==> src/rtl/uart_tx_param.sv <==
// Parametrised UART transmitter with a small valid/ready input FIFO.
// Frames go out LSB-first: start, data, optional parity, stop bit(s),
// and queued words follow each other with no idle gap.
module uart_tx_param #(
    parameter int unsigned DATA_W       = 8,
    parameter int unsigned CLKS_PER_BIT = 4,
    parameter int unsigned PARITY       = 0,
    parameter int unsigned STOP_BITS    = 1,
    parameter int unsigned FIFO_DEPTH   = 4
) (
    input  logic                          clk,
    input  logic                          rst,
    input  logic                          tx_ena,
    input  logic [DATA_W-1:0]             tx_data,
    output logic                          tx_ready,
    output logic                          tx,
    output logic                          tx_busy,
    output logic [$clog2(FIFO_DEPTH):0]   fifo_count
);

    localparam int unsigned PTR_W  = $clog2(FIFO_DEPTH);
    localparam int unsigned CNT_W  = PTR_W + 1;
    localparam int unsigned BAUD_W = (CLKS_PER_BIT > 1) ? $clog2(CLKS_PER_BIT) : 1;
    localparam int unsigned BIT_W  = $clog2(DATA_W);

    // Reject illegal configurations at elaboration
    if (PARITY > 2) begin : g_bad_parity
        $error("uart_tx_param: PARITY must be 0, 1 or 2");
    end
    if (STOP_BITS < 1 || STOP_BITS > 2) begin : g_bad_stop
        $error("uart_tx_param: STOP_BITS must be 1 or 2");
    end
    if (DATA_W < 5 || DATA_W > 16) begin : g_bad_width
        $error("uart_tx_param: DATA_W must be 5..16");
    end
    if (CLKS_PER_BIT < 1) begin : g_bad_baud
        $error("uart_tx_param: CLKS_PER_BIT must be >= 1");
    end
    if (FIFO_DEPTH < 2 || (FIFO_DEPTH & (FIFO_DEPTH - 1)) != 0) begin : g_bad_depth
        $error("uart_tx_param: FIFO_DEPTH must be a power of 2, >= 2");
    end

    typedef enum logic [2:0] {
        S_IDLE,
        S_START,
        S_DATA,
        S_PARITY,
        S_STOP
    } state_t;

    // FIFO storage and pointers
    logic [DATA_W-1:0] mem [FIFO_DEPTH];
    logic [PTR_W-1:0]  wr_ptr;
    logic [PTR_W-1:0]  rd_ptr;
    logic [CNT_W-1:0]  count;
    logic [CNT_W-1:0]  count_d;
    logic              push;
    logic              pop;

    // FSM / datapath registers and their next values
    state_t            state;
    state_t            state_d;
    logic [BAUD_W-1:0] baud;
    logic [BAUD_W-1:0] baud_d;
    logic [BIT_W-1:0]  bit_idx;
    logic [BIT_W-1:0]  bit_d;
    logic [DATA_W-1:0] shreg;
    logic [DATA_W-1:0] shreg_d;
    logic              par_bit;
    logic              par_d;
    logic              tx_d;
    logic              busy_d;
    logic              wrap;
    logic [DATA_W-1:0] head;
    logic              head_par;

    assign tx_ready   = (count < CNT_W'(FIFO_DEPTH));
    assign push       = tx_ena && tx_ready;
    assign fifo_count = count;
    assign head       = mem[rd_ptr];
    assign head_par   = (PARITY == 2) ? ~(^head) : (^head);
    assign wrap       = (baud == BAUD_W'(CLKS_PER_BIT - 1));
    assign busy_d     = (state_d != S_IDLE) || (count_d != '0);

    // Occupancy update: simultaneous push and pop leave count unchanged
    always_comb begin
        count_d = count;
        case ({push, pop})
            2'b10:   count_d = count + CNT_W'(1);
            2'b01:   count_d = count - CNT_W'(1);
            default: count_d = count;
        endcase
    end

    // FIFO data array write (no reset needed, guarded by count)
    always_ff @(posedge clk) begin
        if (push) begin
            mem[wr_ptr] <= tx_data;
        end
    end

    // FIFO pointers and occupancy
    always_ff @(posedge clk) begin
        if (rst) begin
            wr_ptr <= '0;
            rd_ptr <= '0;
            count  <= '0;
        end else begin
            if (push) begin
                wr_ptr <= wr_ptr + PTR_W'(1);
            end
            if (pop) begin
                rd_ptr <= rd_ptr + PTR_W'(1);
            end
            count <= count_d;
        end
    end

    // Next-state, pop and line-level decisions for the frame sequencer
    always_comb begin
        state_d = state;
        baud_d  = wrap ? '0 : baud + BAUD_W'(1);
        bit_d   = bit_idx;
        shreg_d = shreg;
        par_d   = par_bit;
        tx_d    = tx;
        pop     = 1'b0;
        case (state)
            S_IDLE: begin
                baud_d = '0;
                bit_d  = '0;
                tx_d   = 1'b1;
                if (count != '0) begin
                    pop     = 1'b1;
                    shreg_d = head;
                    par_d   = head_par;
                    tx_d    = 1'b0;
                    state_d = S_START;
                end
            end
            S_START: begin
                if (wrap) begin
                    state_d = S_DATA;
                    bit_d   = '0;
                    tx_d    = shreg[0];
                end
            end
            S_DATA: begin
                if (wrap) begin
                    if (bit_idx == BIT_W'(DATA_W - 1)) begin
                        bit_d = '0;
                        if (PARITY != 0) begin
                            state_d = S_PARITY;
                            tx_d    = par_bit;
                        end else begin
                            state_d = S_STOP;
                            tx_d    = 1'b1;
                        end
                    end else begin
                        shreg_d = shreg >> 1;
                        bit_d   = bit_idx + BIT_W'(1);
                        tx_d    = shreg[1];
                    end
                end
            end
            S_PARITY: begin
                if (wrap) begin
                    state_d = S_STOP;
                    bit_d   = '0;
                    tx_d    = 1'b1;
                end
            end
            S_STOP: begin
                if (wrap) begin
                    if (bit_idx == BIT_W'(STOP_BITS - 1)) begin
                        bit_d = '0;
                        if (count != '0) begin
                            pop     = 1'b1;
                            shreg_d = head;
                            par_d   = head_par;
                            tx_d    = 1'b0;
                            state_d = S_START;
                        end else begin
                            tx_d    = 1'b1;
                            state_d = S_IDLE;
                        end
                    end else begin
                        bit_d = bit_idx + BIT_W'(1);
                    end
                end
            end
            default: begin
                state_d = S_IDLE;
                tx_d    = 1'b1;
            end
        endcase
    end

    // State, counters, shift register and registered outputs
    always_ff @(posedge clk) begin
        if (rst) begin
            state   <= S_IDLE;
            baud    <= '0;
            bit_idx <= '0;
            shreg   <= '0;
            par_bit <= 1'b0;
            tx      <= 1'b1;
            tx_busy <= 1'b0;
        end else begin
            state   <= state_d;
            baud    <= baud_d;
            bit_idx <= bit_d;
            shreg   <= shreg_d;
            par_bit <= par_d;
            tx      <= tx_d;
            tx_busy <= busy_d;
        end
    end

endmodule
==> config.mk <==
export PLATFORM = sky130hd
export DESIGN_NAME = uart_tx_param
export DESIGN_NICKNAME = d
export VERILOG_FILES = /design/src/rtl/uart_tx_param.sv
export SDC_FILE = /design/constraint.sdc
export NUM_CORES = 1
export LEC_CHECK = 0
export BUFFER_PORTS_ARGS = -buffer_cell sky130_fd_sc_hd__buf_2
export CAP_MARGIN = 30
export CORE_MARGIN = 2
export CORE_UTILIZATION = 42
export CTS_CLUSTER_DIAMETER = 30
export DETAILED_ROUTE_END_ITERATION = 10
export PLACE_DENSITY = 0.55
export SLEW_MARGIN = 20
export SYNTH_ARGS = -nofsm -noshare
export SYNTH_HDL_FRONTEND = slang
export SYNTH_SLANG_ARGS = --single-unit
==> constraint.sdc <==
create_clock -name clk -period 8.2 [get_ports clk]
set_input_delay 1.64 -clock clk [delete_from_list [all_inputs] [get_ports clk]]
set_output_delay 1.64 -clock clk [all_outputs]
set_load 0.01 [all_outputs]
# ---- Yosys cells after proc, flatten, opt, wreduce, memory -nomap -nowiden
# Memories as Yosys holds them, arrays and structs flattened. A register that Yosys moved wholly into a read port is not among the register bits.
# Index checks and enable logic that the tools add are counted.
dict set report word_totals {
  reg_bits 25
  mem_bits_rw 32
  in_bits 11
  output_inout_bits 6
  wordCells 84
  mem_count 1
}
dict set report op_classes {
  addsub 6
  magnitude_cmp 1
  eq_ne 15
  n_mux 38
  reduce_logical 14
}
# name depth word_bits read_ports rd_clocked_by_memory_dff write_ports line_no
set mem_list {}
lappend mem_list {mem 4 8 1 1 1 52} ;# logic [DATA_W-1:0] mem [FIFO_DEPTH];
# op n
set ops {}
lappend ops {{$mux 8} 5}
lappend ops {{$mux 3} 12}
lappend ops {{$pmux 8 s3} 1}
lappend ops {{$pmux 3 s5} 1}
lappend ops {{$mux 1} 13}
lappend ops {{$ne 2x2->1 const B} 6}
lappend ops {{$pmux 3 s4} 1}
lappend ops {{$reduce_bool 3->1} 4}
lappend ops {{$reduce_and 5->1} 2}
lappend ops {{$add 2x1->2 const B} 3}
lappend ops {{$add 3x1->3 const B} 2}
lappend ops {{$eq 3x2->1 const B} 2}
lappend ops {{$eq 3x3->1 const B} 2}
lappend ops {{$logic_not 3->1} 2}
lappend ops {{$pmux 3 s2} 1}
lappend ops {{$pmux 1 s5} 1}
lappend ops {{$eq 2x2->1 const B} 2}
lappend ops {{$mux 2} 2}
lappend ops {{$reduce_and 4->1} 1}
lappend ops {{$reduce_bool 4->1} 1}
lappend ops {{$eq 3x1->1 const B} 1}
lappend ops {{$lt 3x3->1 const B} 1}
lappend ops {{$reduce_or 3->1} 1}
lappend ops {{$sub 3x1->3 const B} 1}
lappend ops {{6 further kinds} 6}

# ---- Logic depth before layout (Yosys ltp)
# Gate-level depths: netlist (run 1).
dict set report depth {
  depth_word 9
  ltp_mapped 11
  ltp_nobuf 11
}

# ---- Worst setup path before layout (run 1)
# Ideal clock, no wire load.
dict set report synth_path {
  path_kind {input to register}
  from {in tx_ena}
  to {reg tx_busy}
  arrival_ns 3.430
  t_required_ns 8.066
  path_slack_ns 4.635
  cell_stages 10
  path_buffers 1
  cell_sequence {nor2b_1 clkbuf_1 inv_1 ha_1 inv_1 fa_1 xor2_1 xnor2_1 a221oi_1 or4_1}
}
dict set report synth_via {
  elab_chain_len 5
}
# item line_no
set synth_rtl {}
lappend synth_rtl {{from (decl)} 13} ;# input logic tx_ena,
lappend synth_rtl {{$logic_and 1x1->1 *} 78} ;# assign push = tx_ena && tx_ready;
lappend synth_rtl {{$eq 2x1->1 or $eq 2x2->1 (tied branches)} 88} ;# case ({push, pop})
lappend synth_rtl {{$pmux 3 s2 *} 88}
lappend synth_rtl {{$reduce_bool 3->1 *} 83} ;# assign busy_d = (state_d != S_IDLE) || (count_d != '0);
lappend synth_rtl {{$logic_or 1x1->1 *} 83}
lappend synth_rtl {{to (signal assigned)} 216} ;# tx_busy <= busy_d;
lappend synth_rtl {{to (decl)} 17} ;# output logic tx_busy,
# Every way passes the cells marked *; elsewhere a longest branch is shown, timed or not.
# A chain may end at the register's enable or synchronous reset.

# ---- Worst setup path after layout (run 1)
# Ends and elaborated chain as after synthesis.

==> flow_metrics.env, run 1 <==
export IMPL_synth_most_common_cell="edfxtp_1"
export IMPL_rrSetupSlack_ns=4.91
export IMPL_io_pins=17
export IMPL_ys_warn_count=0
export IMPL_synthAdderAreaFrac=0.0554
export IMPL_clock_sinks=59
export IMPL_finalMaxSlewViolations=0
export IMPL_rsz0062_at_grt="false"
export IMPL_vdd_drop_max_mv=0.170
export IMPL_insertedDiodeCount=0
export IMPL_die_x_um=82.6
export IMPL_vias=1587
export IMPL_cts_root_buf="clkbuf_8"
export IMPL_grt_max_degree=30
export IMPL_synth_cell_types=45
export IMPL_worst_slew_pin_slew_ns=0.595
export IMPL_hold_violations=0
export IMPL_synth_edf_count=32
export IMPL_clk_latency_ns=0.34
export IMPL_grt_first_pass_wirelength_um=7490
export IMPL_hold_start="baud[0]$_SDFF_PP0_"
export IMPL_syn_area_sq_mm=0.00259
export IMPL_drc=0
export IMPL_fmax_ghz=0.293
export IMPL_cts_tree="done"
export IMPL_antenna_left=0
export IMPL_viasPerCell=5.17
export IMPL_cp_end_kind="flip-flop"
export IMPL_tns_ns=0
export IMPL_nets=248
export IMPL_hold_buffers=0
export IMPL_max_slew_margin=0.601
export IMPL_rr_endpoint="tx_busy$_SDFF_PP0_"
export IMPL_setup_viol=0
export IMPL_p_leak_nw=1.05
export IMPL_drive_above_1_share=0.185
export IMPL_port_buffers=16
export IMPL_critPathLaunchType="input port"
export IMPL_clock_skew_ns=0.00696
export IMPL_synth_compound_area_frac=0.105
export IMPL_syn2layout_area_growth_pct=13.2
export IMPL_hold_depth=1
export IMPL_critPathKind="in -> reg"
export IMPL_holdPathEnd="baud[0]$_SDFF_PP0_"
export IMPL_drtIter0Drc=71
export IMPL_async_reset_ff_frac=0
export IMPL_synthesis_instances=213
export IMPL_first_pass_iters=4
export IMPL_rr_worst_depth=10
export IMPL_die_area_sq_mm=0.00682
export IMPL_synth_common_cells="edfxtp_1 (32), dfxtp_1 (27), nand2_1 (19)"
export IMPL_wl_per_cell_um=14.6
export IMPL_yosysTopAreaCell="edfxtp_1"
export IMPL_htree_levels=3
export IMPL_core_sq_mm=0.00596
export IMPL_clk_pin_slew_ns=0.07
export IMPL_arrival_ns=3.64
export IMPL_cp_max_fo=8
export IMPL_fin_crit_sh=0.416
export IMPL_avgSynthCellArea_sq_um=12.2
export IMPL_cts_buffer_depth=2
export IMPL_fin_crit_ns=3.42
export IMPL_worstReg2RegStart="baud[0]$_SDFF_PP0_"
export IMPL_tritoncts_num_buffers=9
export IMPL_antenna_found_initial=0
export IMPL_rows=28
export IMPL_synth_top_family_by_area="simple AND/OR/NAND/NOR gates"
export IMPL_synthTopCellsByArea="edfxtp_1 (37%), dfxtp_1 (21%), mux4_2 (6.9%)"
export IMPL_start_util=0.436
export IMPL_synth_simple_area_share=0.126
export IMPL_synthesis_nets=234
export IMPL_synth_seq_cells=59
export IMPL_synth_flop_cell="edfxtp_1"
export IMPL_cts_resized=0
export IMPL_synth_top_area_share=0.370
export IMPL_synth_xor_area_frac=0.0169
export IMPL_gr_usage_all_layers=0.153
export IMPL_post_cts_buffers=0
export IMPL_synth_seq_area_share=0.579
export IMPL_muxShareOfSynthArea=0.0694
export IMPL_status="complete, no violations"
export IMPL_grt_ovfl_total=0
export IMPL_dpl_hpwl_um=3030
export IMPL_cap_violations=0
export IMPL_routed_wl_um=4490
export IMPL_die_y_um=82.6
export IMPL_worstPathRequired_ns=8.42
export IMPL_p_per_area_mw_per_mm2=338
export IMPL_gp_congestion=0.779
export IMPL_grt_pass1_vias=1561
export IMPL_hp_class="reg -> reg"
export IMPL_final_core_util=0.493
-- worst max path at each step --
stage               depth (start not counted)  slack, ns                 end  startpoint
floorplan                                  10       4.64  tx_busy$_SDFF_PP0_      tx_ena
global placement                           10       4.49  tx_busy$_SDFF_PP0_      tx_ena
detailed placement                         10       4.40  tx_busy$_SDFF_PP0_      tx_ena
CTS                                        10       4.79  tx_busy$_SDFF_PP0_      tx_ena
global route                               10       4.55  tx_busy$_SDFF_PP0_      tx_ena
finish                                     10       4.78  tx_busy$_SDFF_PP0_      tx_ena
-- layout by cell type (no fill, tap or decap), types with 2 or more instances in the layout --
cell / count
bufinv_16: 3
and2_1: 5
a311oi_1: 7
nor2b_1: 4
nor4_1: 2
xor2_1: 2
clkbuf_8: 9
inv_1: 13
edfxtp_1: 32
xnor2_1: 3
nand4_1: 2
nand2b_1: 4
or3_1: 2
nor3_1: 2
nand2_1: 19
o22ai_1: 2
or4_1: 2
buf_2: 16
nor2_1: 15
ha_1: 9
nand3b_1: 2
a21oi_1: 16
inv_6: 2
mux4_2: 8
o21ai_0: 3
dfxtp_1: 27
-- registers in the layout, indices dropped and copies added (netlist names), 2 cells and up, named ones only --
signal / flops
rd_ptr: 2
baud: 2
fifo_count: 3
mem: 32
shreg: 8
bit_idx: 3
wr_ptr: 2
state: 3
-- metrics by stage --
stage	power [mW]	instances	cell area [sq um]	setup WS, ns	hold WS, ns
floorplan	0.621	213	2590	4.64	0.407
global placement	0.674	291	2690	4.49	0.434
detailed placement	0.677	291	2690	4.40	0.432
CTS	1.00	307	2940	4.79	0.442
global route	1.06	307	2940	4.55	0.459
finish	0.993	307	2940	4.78	0.436
-- worst max-delay path, stage by stage --
cell and delay, ns:
buf_2 0.07, nor2b_1 0.39, inv_1 0.09, ha_1 0.23, inv_1 0.07, fa_1 0.17, xor2_1 0.24, xnor2_1 0.16
a221oi_1 0.09, or4_1 0.48
-- final cells by class --
cell class              instances  area [sq um]
clock buffers                   9           124
clock inverters                 7           124
fillers                       547          3020
inverters                      13          48.8
multi-input cells             128           966
flip-flops and latches         59          1500
well taps                      75          93.8
repair buffers                 16          80.1
-- where the power goes --
part           switching [mW]  internal (mW)  leakage [nW]
Clock                   0.121          0.204         0.120
Sequential             0.0444          0.372         0.515
Combinational           0.134          0.117         0.413
-- kinds of logic (layout without fill, tap and decap cells) --
family | count (synthesis) | count (layout)
and+or+nand+nor | 64 | 64
DFF | 59 | 59
AOI/OAI and AO/OA | 40 | 40
buffers and inverters | 26 | 45
adders and majority gates | 11 | 11
muxes | 8 | 8
xor gates and xnor gates | 5 | 5
-- routing by layer --
metal  wire, um  GRT usage  up-vias
li1           -          -      804
met1       2240      0.196      758
met2       2030      0.232       17
met3        141     0.0587        8
met4         74     0.0639        0
met5          0          0        -
Note: power is estimated with default switching activity, not from simulation.
==> run 2, diff against run 1 <==
- ABC_AREA: not set -> 1
- clock period: 8.2 -> 3.49 ns (I/O delays scaled with it)
==> run 2 against run 1 <==
Compared with the run above: global-route usage rose by 0.38 points; clock skew rose by 0.0023 ns; die area rose by 4.4%; via count rose by 23%; total power rose by 140%; synthesized cell count rose by 48%; critical path depth rose by 4; sequential power rose by 130%; count of clock-buffer cells in the layout rose by 2; synthesized area rose by 4.6%.
==> flow_metrics.env, run 2 <==
export IMPL_status="complete, no violations"
export IMPL_rows=29
export IMPL_multi_input_comb_area_sq_mm=0.00100
export IMPL_met2_usage=0.254
export IMPL_seqPwrFrac=0.405
export IMPL_grt_ovfl_total=0
export IMPL_path_buf_inv=3
export IMPL_fin_crit_ns=2.27
export IMPL_top_regs="mem x32, shreg x8"
export IMPL_p_leak_nw=1.37
export IMPL_hold_violations=0
export IMPL_seq_area_sq_mm=0.00150
export IMPL_gr_usage_all_layers=0.157
export IMPL_mostFrequentLayoutCells="nand2_1 (92), nor2_1 (46), inv_1 (38), edfxtp_1 (32), dfxtp_1 (27)"
export IMPL_placed_area_sq_mm=0.00284
export IMPL_max_slew_margin=0.454
export IMPL_cp_max_fo=4
export IMPL_syn_area_sq_mm=0.00271
export IMPL_synth_flop_cell="edfxtp_1"
export IMPL_start_util=0.430
export IMPL_power_mw=2.38
export IMPL_fmax_ghz=0.441
export IMPL_finalMaxSlewViolations=0
export IMPL_yosysTopAreaCell="edfxtp_1"
export IMPL_vias=1950
export IMPL_hp_class="reg -> reg"
export IMPL_clkPwrFrac=0.275
export IMPL_cp_slowest_cell="fa_1"
export IMPL_fillCellCount=651
export IMPL_post_cts_buffers=0
export IMPL_arrival_ns=2.53
export IMPL_die_x_um=84.4
export IMPL_cp_end_kind="flip-flop"
export IMPL_synth_top_area_share=0.354
export IMPL_synth_most_common_cell="nand2_1"
export IMPL_antenna_found_initial=0
export IMPL_internal_power_mw=1.54
export IMPL_synth_common_cells="nand2_1 (92), nor2_1 (46), inv_1 (38)"
export IMPL_cts_tree="done"
export IMPL_largest_reg_flops=32
export IMPL_grt_first_pass_wirelength_um=8800
export IMPL_viasPerCell=4.68
export IMPL_synthTopCellsByArea="edfxtp_1 (35%), dfxtp_1 (20%), nand2_1 (13%)"
export IMPL_setup_viol=0
export IMPL_io_pins=17
export IMPL_synth_seq_area_share=0.553
export IMPL_htree_levels=3
export IMPL_port_buffers=16
export IMPL_stdcell_count=417
export IMPL_async_reset_ff_frac=0
export IMPL_ys_warn_count=0
export IMPL_cts_resized=0
export IMPL_tns_ns=0
export IMPL_dpl_hpwl_um=3430
export IMPL_drc=0
export IMPL_nets=356
export IMPL_clock_sinks=59
export IMPL_cts_root_buf="clkbuf_8"
export IMPL_synthesis_nets=337
export IMPL_gp_congestion=0.830
export IMPL_max_stage_delay_ns=0.40
export IMPL_drtIter0Drc=143
export IMPL_grt_busiest_layer="met2"
export IMPL_die_y_um=84.4
export IMPL_use_met1=0.200
export IMPL_crit_path_cell_trace="inv_1 -> ha_1 -> nand3_1 -> nand2_1 -> nand3_1 -> inv_1 -> ha_1 -> inv_1 -> fa_1 -> o21ai_0 -> nor2_1 -> nand3_1 -> nand2_1 -> nand4_1"
export IMPL_routed_wl_um=5010
export IMPL_switching_share=0.355
export IMPL_clock_skew_ns=0.00927
export IMPL_rsz0062_at_grt="false"
export IMPL_tritoncts_num_buffers=9
export IMPL_dp_cells=401
export IMPL_worstPathRequired_ns=3.75
export IMPL_critPathLaunchType="flip-flop"
export IMPL_wl_per_cell_um=12.0
export IMPL_p_per_area_mw_per_mm2=783
export IMPL_antenna_left=0
export IMPL_grt_pass1_vias=1959
export IMPL_synth_cell_types=25
export IMPL_critPathKind="reg -> reg"
export IMPL_die_area_sq_mm=0.00712
export IMPL_crit_family="adder cells"
export IMPL_hold_buffers=0
export IMPL_insertedDiodeCount=0
export IMPL_hold_start="baud[0]$_SDFF_PP0_"
export IMPL_synth_seq_cells=59
export IMPL_fin_crit_sh=0.650
export IMPL_worst_slew_pin_slew_ns=0.816
export IMPL_synth_edf_count=32
export IMPL_avgSynthCellArea_sq_um=8.59
export IMPL_synthesis_instances=316
export IMPL_clk_latency_ns=0.33
export IMPL_core_sq_mm=0.00631
export IMPL_cts_buffer_depth=2
export IMPL_cap_violations=0
export IMPL_syn2layout_area_growth_pct=12.2
export IMPL_final_common_cell="nand2_1"
export IMPL_combPwrFrac=0.320
export IMPL_clk_pin_slew_ns=0.06
export IMPL_met3_usage=0.0423
export IMPL_grt_max_degree=21
export IMPL_startpoint="bit_idx[0]$_SDFFE_PP0P_"
export IMPL_largest_register="mem"
export IMPL_first_pass_iters=4
export IMPL_design_area_sq_mm=0.00304
export IMPL_worstReg2RegStart="bit_idx[0]$_SDFFE_PP0P_"
export IMPL_whs_ns=0.418
export IMPL_vdd_drop_max_mv=0.456
export IMPL_p_switching_mw=0.846
export IMPL_drive_above_1_share=0.118
==> run 2: cell count changes after synthesis, sizes merged, moves of 8 or more <==
cell   change
inv       +28
nor2      +32
nand2     +77
o21ai     +22
a21oi      -8
nand3     +15
mux4       -8
==> run 2: path summary, 6_finish.rpt <==
kind	endpoint	slack [ns]	depth (start not counted)
worst max-delay path	tx_busy$_SDFF_PP0_	1.22	14
worst min register to register	baud[0]$_SDFF_PP0_	0.42	1
worst min-delay path	baud[0]$_SDFF_PP0_	0.42	1
worst max register to register	tx_busy$_SDFF_PP0_	1.22	14
==> run 2: layout make-up <==
type,instances,share of cell area
Sequential cell,59,0.493
Multi-Input combinational cell,208,0.330
Inverter,41,0.0506
Clock buffer,11,0.0432
Tap cell,77,0.0316
Timing Repair Buffer,16,0.0263
Clock inverter,5,0.0255
==> run 2: power groups by stage <==
stage	combinational [mW]	sequential, mW	clock [mW]
floorplan	0.645	0.942	0
global placement	0.768	0.979	0
detailed placement	0.772	0.983	0
CTS	0.776	0.969	0.672
global route	0.912	0.986	0.703
finish	0.763	0.966	0.656
==> run 2: layer usage <==
layer  wire (um)  vias up  share of wire
met5           0        -              0
met4          76        0          0.015
met3         113        6          0.023
met2        2310       16           0.46
met1        2500      885           0.50
li1            -     1043              -
==> run 2: logic make-up after synthesis <==
group	share of synthesized area
compound gates	0.0636
fa+ha+maj	0.0489
xor+xnor	0.00323
simple gates	0.254
buf+inv	0.0770
flops	0.553
==> run 2: through the flow <==
stage	worst slack [ns]	util
floorplan	1.44	-
global placement	1.23	0.449
detailed placement	1.18	0.449
CTS	1.23	0.482
global route	0.926	0.482
finish	1.22	0.482
==> run 3, diff against run 2 <==
- clock period: 3.49 -> 2.2 ns (I/O delays scaled with it)
==> run 3 against run 2 <==
Compared with the run above: critical path depth is the same; clock skew up 0.0033 ns; fmax grew 10%; die area stayed put; global-route usage increased by 0.10 points; hold slack worse by 0.099 ns; core utilization up 2.0 points; setup slack worse by 1.1 ns; wire length increased by 1.6%; highest routed layer unchanged.
==> flow_metrics.env, run 3 (synthesis gave the netlist of run 2 again) <==
export IMPL_status="complete, no violations"
export IMPL_worstPathRequired_ns=2.41
export IMPL_fin_crit_ns=2.06
export IMPL_insertedDiodeCount=0
export IMPL_grt_pass1_vias=1945
export IMPL_clk_pin_slew_ns=0.08
export IMPL_largest_reg_flops=32
export IMPL_holdPathEnd="mem[1][5]$_DFFE_PP_"
export IMPL_first_pass_iters=4
export IMPL_cp_end_kind="flip-flop"
export IMPL_grt_max_degree=21
export IMPL_drtIter0Drc=194
export IMPL_finalMaxSlewViolations=0
export IMPL_rows=29
export IMPL_nets=369
export IMPL_grt_ovfl_total=0
export IMPL_cp_slowest_cell="fa_2"
export IMPL_antenna_found_initial=0
export IMPL_top_regs="mem x32, shreg x8"
export IMPL_core_sq_mm=0.00631
export IMPL_htree_levels=3
export IMPL_fmax_ghz=0.486
export IMPL_placed_area_sq_mm=0.00292
export IMPL_gr_usage_all_layers=0.158
export IMPL_die_area_sq_mm=0.00712
export IMPL_hold_violations=0
export IMPL_worst_slew_pin_slew_ns=0.511
export IMPL_hp_class="in -> reg"
export IMPL_dpl_hpwl_um=3480
export IMPL_cap_violations=0
export IMPL_setup_viol=0
export IMPL_clock_skew_ns=0.0126
export IMPL_multi_input_comb_area_sq_mm=0.00104
export IMPL_worstReg2RegStart="bit_idx[0]$_SDFFE_PP0P_"
export IMPL_antenna_left=0
export IMPL_max_slew_margin=0.659
export IMPL_syn2layout_area_growth_pct=16.7
export IMPL_die_y_um=84.4
export IMPL_cts_buffer_depth=2
export IMPL_tritoncts_num_buffers=9
export IMPL_max_stage_delay_ns=0.53
export IMPL_wl_per_cell_um=11.8
export IMPL_die_x_um=84.4
export IMPL_drc=0
export IMPL_clk_latency_ns=0.33
export IMPL_power_mw=3.88
export IMPL_fillCellCount=632
export IMPL_design_area_sq_mm=0.00317
export IMPL_vdd_drop_max_mv=0.749
export IMPL_port_buffers=16
export IMPL_critPathKind="reg -> reg"
export IMPL_clock_sinks=59
export IMPL_fin_crit_sh=0.935
export IMPL_vias=2007
export IMPL_routed_wl_um=5090
export IMPL_p_leak_nw=1.43
export IMPL_rr_worst_depth=14
export IMPL_start_util=0.430
export IMPL_hold_start="tx_data[5]"
export IMPL_critPathLaunchType="flip-flop"
export IMPL_grt_first_pass_wirelength_um=8790
export IMPL_final_common_cell="nand2_1"
export IMPL_crit_path_cell_trace="inv_2 -> ha_2 -> nand3_2 -> nand2_2 -> nand3_2 -> inv_2 -> ha_4 -> inv_1 -> fa_2 -> o21ai_2 -> nor2_1 -> nand3_1 -> nand2_1 -> nand4_1"
export IMPL_drive_above_1_share=0.190
export IMPL_cts_root_buf="clkbuf_8"
export IMPL_startpoint="bit_idx[0]$_SDFFE_PP0P_"
export IMPL_mostFrequentLayoutCells="nand2_1 (91), nor2_1 (46), inv_1 (36), edfxtp_1 (32), dfxtp_1 (25)"
export IMPL_cp_max_fo=3
export IMPL_rr_endpoint="tx_busy$_SDFF_PP0_"
export IMPL_largest_register="mem"
export IMPL_rrSetupSlack_ns=0.14
export IMPL_cts_tree="done"
export IMPL_p_per_area_mw_per_mm2=1230
export IMPL_hold_depth=1
export IMPL_seq_area_sq_mm=0.00150
export IMPL_gp_congestion=0.777
export IMPL_viasPerCell=4.67
export IMPL_arrival_ns=2.27
export IMPL_io_pins=17
-- run 3: layer usage --
metal,global-route usage,share of wire,vias to the layer above
met4,0.0779,0.014,0
met5,0,0,-
met1,0.214,0.48,904
li1,-,-,1070
met3,0.0305,0.029,7
met2,0.243,0.48,26
-- run 3: repair_timing --
| item | 4_1_cts | 5_1_grt |
|---|---|---|
| endpoints found under the hold margin | 0 | 0 |
| hold buffers | 0 | 0 |
| gates resized for setup | 0 | 13 |
| endpoints found under the setup margin | 0 | 3 |
| setup buffers | 0 | 2 |
-- run 3: through the flow --
| stage | util | worst slack, ns | hold slack, ns | setup TNS (ns) | cells |
|---|---|---|---|---|---|
| 4_1_cts | 0.494 | 0.0120 | 0.304 | 0 | 428 |
| 5_1_grt | 0.502 | -0.0163 | 0.303 | -0.0163 | 430 |
| 2_1_floorplan | - | 0.199 | 0.398 | 0 | 316 |
| 3_5_place_dp | 0.462 | 0.0508 | 0.422 | 0 | 412 |
| 6_report | 0.502 | 0.143 | 0.319 | 0 | 430 |
| 3_3_place_gp | 0.462 | 0.114 | 0.408 | 0 | 412 |
-- run 3: worst max path at each step --
stage / to / slack, ns
finish: tx_busy$_SDFF_PP0_ / 0.14
global route: tx_busy$_SDFF_PP0_ / -0.02
CTS: tx_busy$_SDFF_PP0_ / 0.01
detailed placement: tx_busy$_SDFF_PP0_ / 0.05
global placement: tx_busy$_SDFF_PP0_ / 0.11
floorplan: tx_busy$_SDFF_PP0_ / 0.20
-- run 3: worst max-delay path: cells and delay by family (launching register included) --
family                   cells  cell delay [ns]
flip-flops                   1             0.33
AO/OA/AOI/OAI                1             0.06
adder cells (fa/ha/maj)      3             0.84
AND/OR/NAND/NOR              7             0.51
buffers and inverters        3             0.20
-- run 3: area by class of cell --
cell class | instances | area share
well taps | 77 | 0.0304
flip-flops and latches | 59 | 0.475
clock inverters | 7 | 0.0237
repair buffers | 29 | 0.0561
inverters | 41 | 0.0486
clock buffers | 9 | 0.0391
multi-input cells | 208 | 0.327
-- run 3: where the power goes --
part,internal [mW],switching (mW)
Sequential,1.38,0.0960
Clock,0.530,0.444
Combinational,0.542,0.895
Total,2.45,1.43
